<file path="config.mk">
export PLATFORM = sky130hd
export DESIGN_NAME = sha512_round_ctrl
export DESIGN_NICKNAME = d
export VERILOG_FILES = /design/src/rtl/sha512_round_ctrl.sv
export SDC_FILE = /design/constraint.sdc
export NUM_CORES = 1
export LEC_CHECK = 0
export ABC_AREA = 1
export CELL_PAD_IN_SITES_DETAIL_PLACEMENT = 1
export CELL_PAD_IN_SITES_GLOBAL_PLACEMENT = 1
export CORE_ASPECT_RATIO = 1.1
export CORE_MARGIN = 2
export CORE_UTILIZATION = 31
export CTS_BUF_LIST = sky130_fd_sc_hd__clkbuf_16
export DETAILED_ROUTE_END_ITERATION = 6
export DONT_BUFFER_PORTS = 1
export GPL_TIMING_DRIVEN = 0
export PLACE_DENSITY = 0.7
export SKIP_LAST_GASP = 1
export SLEW_MARGIN = 20
export SYNTH_ARGS = -nofsm -noshare
export SYNTH_HDL_FRONTEND = slang
export SYNTH_SLANG_ARGS = --single-unit
</file>
<file path="constraint.sdc">
create_clock -name i_clk -period 1.2 [get_ports i_clk]
set_clock_uncertainty 0.2 [all_clocks]
set_input_delay 0.12 -clock i_clk [delete_from_list [all_inputs] [get_ports i_clk]]
set_output_delay 0.12 -clock i_clk [all_outputs]
set_load 0.03 [all_outputs]
</file>
<file path="src/rtl/sha512_round_ctrl.sv">
// Sequencing FSM for the SHA-512 core: load 32-bit beats, run the rounds, update the hash,
// then stream the digest. The round counter j lives outside; this block only clears/steps it.
//
// state  | meaning
// IDLE   | waiting for i_start, round counter held clear
// LOAD   | accepting LOAD_BEATS input beats into the message buffer
// ROUND  | datapath runs round j, ROUNDS cycles
// UPDATE | one cycle, working vars added into hash regs
// OUTPUT | streaming OUT_BEATS digest beats to the sink
module sha512_round_ctrl #(
  parameter int JW         = 7,
  parameter int LOAD_BEATS = 32,
  parameter int ROUNDS     = 80,
  parameter int OUT_BEATS  = 16
) (
  input  logic          i_clk,
  input  logic          i_rst,
  input  logic          i_start,
  input  logic          i_abort,
  input  logic          i_in_valid,
  input  logic          i_in_last,
  output logic          o_in_ready,
  input  logic [JW-1:0] j,
  output logic          clr_j,
  output logic          cnt_j_en,
  output logic          o_init_hash,
  output logic          o_load_en,
  output logic          o_round_en,
  output logic          o_w_sel,
  output logic [JW-1:0] o_k_addr,
  output logic          o_update_hash,
  output logic          o_out_valid,
  input  logic          i_out_ready,
  output logic [3:0]    o_out_idx,
  output logic          o_busy,
  output logic          o_done
);

  localparam logic [JW-1:0] LOAD_LAST  = JW'(LOAD_BEATS - 1);
  localparam logic [JW-1:0] ROUND_LAST = JW'(ROUNDS - 1);
  localparam logic [JW-1:0] OUT_LAST   = JW'(OUT_BEATS - 1);
  localparam logic [JW-1:0] SCHED_J    = JW'(16);

  typedef enum logic [2:0] {
    IDLE   = 3'd0,
    LOAD   = 3'd1,
    ROUND  = 3'd2,
    UPDATE = 3'd3,
    OUTPUT = 3'd4
  } state_t;

  state_t state, state_nxt;
  logic   last_flag, last_flag_nxt;
  logic   done_nxt;

  always_ff @(posedge i_clk or negedge i_rst) begin
    if (!i_rst) begin
      state     <= IDLE;
      last_flag <= 1'b0;
      o_done    <= 1'b0;
    end else begin
      state     <= state_nxt;
      last_flag <= last_flag_nxt;
      o_done    <= done_nxt;
    end
  end

  assign o_busy = (state != IDLE);

  always_comb begin
    state_nxt     = state;
    last_flag_nxt = last_flag;
    done_nxt      = 1'b0;
    clr_j         = 1'b0;
    cnt_j_en      = 1'b0;
    o_in_ready    = 1'b0;
    o_init_hash   = 1'b0;
    o_load_en     = 1'b0;
    o_round_en    = 1'b0;
    o_w_sel       = 1'b0;
    o_k_addr      = '0;
    o_update_hash = 1'b0;
    o_out_valid   = 1'b0;
    o_out_idx     = '0;

    // Abort silences every strobe and handshake, and parks the counter at zero.
    if (i_abort) begin
      clr_j         = 1'b1;
      last_flag_nxt = 1'b0;
      state_nxt     = IDLE;
    end else begin
      unique case (state)
        IDLE: begin
          clr_j = 1'b1;
          if (i_start) begin
            o_init_hash = 1'b1;
            state_nxt   = LOAD;
          end
        end
        LOAD: begin
          o_in_ready = 1'b1;
          if (i_in_valid) begin
            o_load_en = 1'b1;
            if (j == LOAD_LAST) begin
              clr_j         = 1'b1;
              last_flag_nxt = i_in_last;
              state_nxt     = ROUND;
            end else begin
              cnt_j_en = 1'b1;
            end
          end
        end
        ROUND: begin
          o_round_en = 1'b1;
          o_k_addr   = j;
          o_w_sel    = (j >= SCHED_J);
          if (j == ROUND_LAST) begin
            clr_j     = 1'b1;
            state_nxt = UPDATE;
          end else begin
            cnt_j_en = 1'b1;
          end
        end
        UPDATE: begin
          o_update_hash = 1'b1;
          clr_j         = 1'b1;
          state_nxt     = last_flag ? OUTPUT : LOAD;
        end
        OUTPUT: begin
          o_out_valid = 1'b1;
          o_out_idx   = j[3:0];
          if (i_out_ready) begin
            if (j == OUT_LAST) begin
              clr_j     = 1'b1;
              done_nxt  = 1'b1;
              state_nxt = IDLE;
            end else begin
              cnt_j_en = 1'b1;
            end
          end
        end
        default: begin
          clr_j     = 1'b1;
          state_nxt = IDLE;
        end
      endcase
    end
  end

endmodule
</file>
### Yosys cells after proc, flatten, opt, wreduce, memory -nomap -nowiden

Cells that the tools add are included.

* $lt $le $gt $ge: 1
* eq/ne operators: 13
* mux-type cells: 49
* reduce and logical (&&, ||, !) cells: 7

Operator list (number)
* $mux 1: 34
* $mux 3: 8
* $ne 3x3->1 const B: 6
* $pmux 3 s5: 1
* $mux 7: 2
* $mux 4: 2
* $eq 7x4->1 const B: 1
* $eq 7x5->1 const B: 1
* $eq 7x7->1 const B: 1
* $ge 7x5->1 const B: 1
* $eq 3x2->1 const B: 2
* $pmux 1 s3: 2
* $reduce_and 6->1: 1
* $reduce_bool 2->1: 3
* $eq 3x1->1 const B: 1
* $eq 3x3->1 const B: 1
* $logic_not 3->1: 1
* $reduce_and 3->1: 1
* $reduce_bool 3->1: 1

* register bits after elaboration: 5
* bits of input ports: 14
* output and inout port bits: 22
* logic and storage cells: 73

### Longest topological paths before layout

* depth in word-level cells: 5
* mapped depth: 8
* mapped depth without buffers: 8

### Worst setup path after synthesis

OpenSTA, ideal clock, no wires.

* path type: register to output
* start point: register state[1]
* end point: output o_out_idx[0]
* arrival: 1.718 ns
* required time: 0.880 ns
* setup slack: -0.838 ns
* cell stages (with the launch flop): 6
* path buffers: 0
* cell sequence: dfrtp_1 -> nor2_2 -> nand2_1 -> nor2_1 -> inv_1 -> nor2_1

* word-level cells in the longest chain between the ends: 3

RTL lines
* from (decl): line 52 `state_t state, state_nxt;`
* from (signal assigned): line 62 `state <= state_nxt;`
* $eq 3x3->1: line 92 `unique case (state)`
* $mux 4: line 92
* $mux 4: line 87 `if (i_abort) begin`
* to (decl): line 34 `output logic [3:0] o_out_idx,`

Every way passes these cells.

### Final worst setup path

* start point: register state[0]
* end point: output o_k_addr[3]

* word-level cells in the longest chain between the ends: 3

RTL lines
* $eq 3x2->1: line 92
* $mux 7: line 92
* $mux 7: line 87
* to (decl): line 30 `output logic [JW-1:0] o_k_addr,`

Every way passes these cells.

==> impl_metrics.ini <==
[finish]
regArea_um2 = 129
areaGrowthSynthToFinish_pct = 105
nNetsFinal = 126
fill_cells = 181
multi_input_area_um2 = 529
drive_above_1_share_pct = 57.7
n_antenna_cell = 0
fin_cells = 128
postLayoutCellArea_um2 = 1020

[route]
met1_length_um = 1000
final_antenna_net_count = 0
wire_per_inst_um = 20.9
finalWirelength_um = 2670
routed.top_layer = met4
drc = 0
met2_length_um = 1500
drt-initial-drc-count = 9
vias_per_cell = 5.29
met3_length_um = 135
vias = 677
firstDrtPassIters = 4

[floorplanning]
pin_count = 36
fp.dieH_um = 46.0
start_util_pct = 32.3
dieArea_um2 = 1940
row_count = 15
die_x_um = 42.2
fp.coreArea_um2 = 1540

[synth]
synth-seq-cells = 5
synth_most_common_cell = nor2_1
async_reset_ff_share_pct = 100
yosys.area.top_type_share_pct = 25.2
ys_top_cells_by_area = dfrtp_1 (25%), nor2_1 (20%), nand2_1 (15%)
synth_commonest_cells = nor2_1 (26), nand2_1 (20), inv_1 (17), nand3_1 (6), dfrtp_1 (5)
synth-warning-count = 0
ys_seq_area_share_pct = 25.2
synth.largest_area_cell = dfrtp_1
postSynthAreaPerCell_um2 = 5.52
synthFlopType = dfrtp_1
synth_edf_count = 0
syn_inst = 90
yosysUniqueCellTypes = 17
synth_nets = 104
syn_area_um2 = 497

[setup_path]
cp_max_fo = 8
worstPathCellList = inv_2 -> nand3_4 -> nor2_4 -> clkinvlp_4 -> buf_12 -> nor2_4
crit_type = flip-flop to output pin
cp_common_cell = nor2_4
arrival_ps = 1720
cp-start-kind = flip-flop
regToRegStartpoint = state[0]
required_ps = 880
worst-path-buf-inv = 3
cp-end-kind = output pin
timing.rr.end = state[1]
reg2regPathDepth = 9
cpPeakStageDelay_ps = 430
cpMaxStageDelayCell = dfrtp_2
r2r_slack_ps = -590
cpLargestDelayFamily = simple AND/OR/NAND/NOR gates

[clock_network]
cts_sinks = 5
cts-root-buf = clkbuf_16
htree_levels = 1
cts_tree = built
cts_buffers = 3
clk_latency_ps = 230
clockBufferDepth = 2
clkTransAtPathRegs_ps = 30
holdBufCountCts = 3

[power]
cellPowerDensity_nw_per_um2 = 1950
ir_worst_vdd_mv = 0.893
p_leak_nw = 0.433

[timing]
maxSlewHeadroom_pct = 52.2
hold_viol_final = 1
fin_tns_setup_ps = -16480
worst_pin_slew_ps = 714
whs_ps = -49.2
drv_slew = 0
min_period_over_period_pct = 170
min_period_ps = 2040
setup_viol = 26
rsz0062_at_grt = yes
fin_ws_ps = -841
fmax_ghz = 0.490

[placed_design]
dpl.hpwl_um = 1220
dp.cells = 107
placed_cell_area_um2 = 627
pre_cts_slack_ps = -681
place.gp.congestion = 0.726
numPortBuffers = 0

[flow_run]
cap_violations = 0

[global_routing]
antenna_found_initial = 0
grt_pass1_vias = 639
grt_max_degree = 10
grt_pass1_wl_um = 2770
grt.overflow.total = 0
grt_use_total_pct = 18.9

[worst_hold_path]
min_delay_worst_endpoint = o_done
hp-start = i_out_ready
hold_class = primary input to flip-flop
worstHoldPathCells = 2

[status]
status = finished with violations
violations = hold timing, setup timing
-- metrics by stage --
step	util [%]	hold slack (ps)	total power, mW
after floorplan	-	-376	0.796
after global placement	40.7	-376	0.861
after detailed placement	40.7	-376	0.872
after CTS	58.8	-50.3	1.68
after global routing	66.0	-11.8	2.04
final	66.0	-49.2	1.98
-- where the power goes --
group / leakage (nW) / internal, mW / total (mW) / switching, mW
Clock: 0.0423 / 0.433 / 0.554 / 0.122
Sequential: 0.0632 / 0.202 / 0.254 / 0.0516
Combinational: 0.327 / 0.439 / 1.17 / 0.733
-- how the worst max path moves through the flow --
| stage | startpoint | to | slack [ps] | cells past startpoint |
|---|---|---|---|---|
| finish | state[0] | o_k_addr[3] | -840 | 6 |
| global route | state[0] | o_k_addr[3] | -860 | 6 |
| floorplan | state[2] | o_k_addr[0] | -520 | 5 |
| detailed placement | state[2] | o_k_addr[2] | -680 | 5 |
| CTS | state[0] | o_k_addr[2] | -790 | 6 |
| global placement | state[2] | o_k_addr[1] | -670 | 5 |
-- area by class of cell --
cell class,instances,area share [%]
Inverter,17,7.76
Tap cell,17,2.09
Clock inverter,1,0.369
Sequential cell,5,12.7
Timing Repair Buffer,17,17.1
Multi-Input combinational cell,67,52.1
Buffer,1,0.493
Clock buffer,3,7.39
-- registers in the layout (all words and copies together), names as in the netlist --
name / cells
state: 3
o_done: 1
last_flag: 1
-- logic make-up after synthesis --
group / after synthesis / share of synthesized area (%)
buf+inv: 18 / 13.9
flops: 5 / 25.2
simple gates: 60 / 52.4
compound gates: 7 / 8.57
-- layer usage --
layer	track usage, %	up-vias
li1	-	320
met1	22.0	324
met2	35.1	28
met3	3.97	5
met4	5.63	0
met5	0	-
-- cell usage in the layout (no fill, tap or decap), types with 2 or more instances in the layout --
cell / instances
nor2_4: 20
buf_4: 6
clkinvlp_4: 2
inv_2: 3
nor2_2: 2
clkbuf_16: 3
nand2_2: 4
nand3_4: 2
dfrtp_2: 3
buf_6: 7
nand4_1: 2
nor2_1: 7
dlygate4sd3_1: 3
inv_1: 11
dfrtp_1: 2
nand2_4: 2
nand2_1: 14
a21oi_2: 2
nand3_1: 4
-- worst reg2reg max path, cell delays in order (launching register included) --
cell and delay [ps]:
dfrtp_2 400, buf_6 120, buf_4 110, buf_6 90, nand3_4 110, buf_6 160, nor2_4 200, nand2_2 120
nand4_1 110, nand2_1 60
-- timing repair --
action / 4_1_cts / 5_1_grt
pin swaps: 11 / 17
resized for setup: 23 / 20
hold endpoints to repair: 7 / 1
setup endpoints to repair: 26 / 26
buffers inserted: 8 / 6
(Power assumes the default switching activity.)
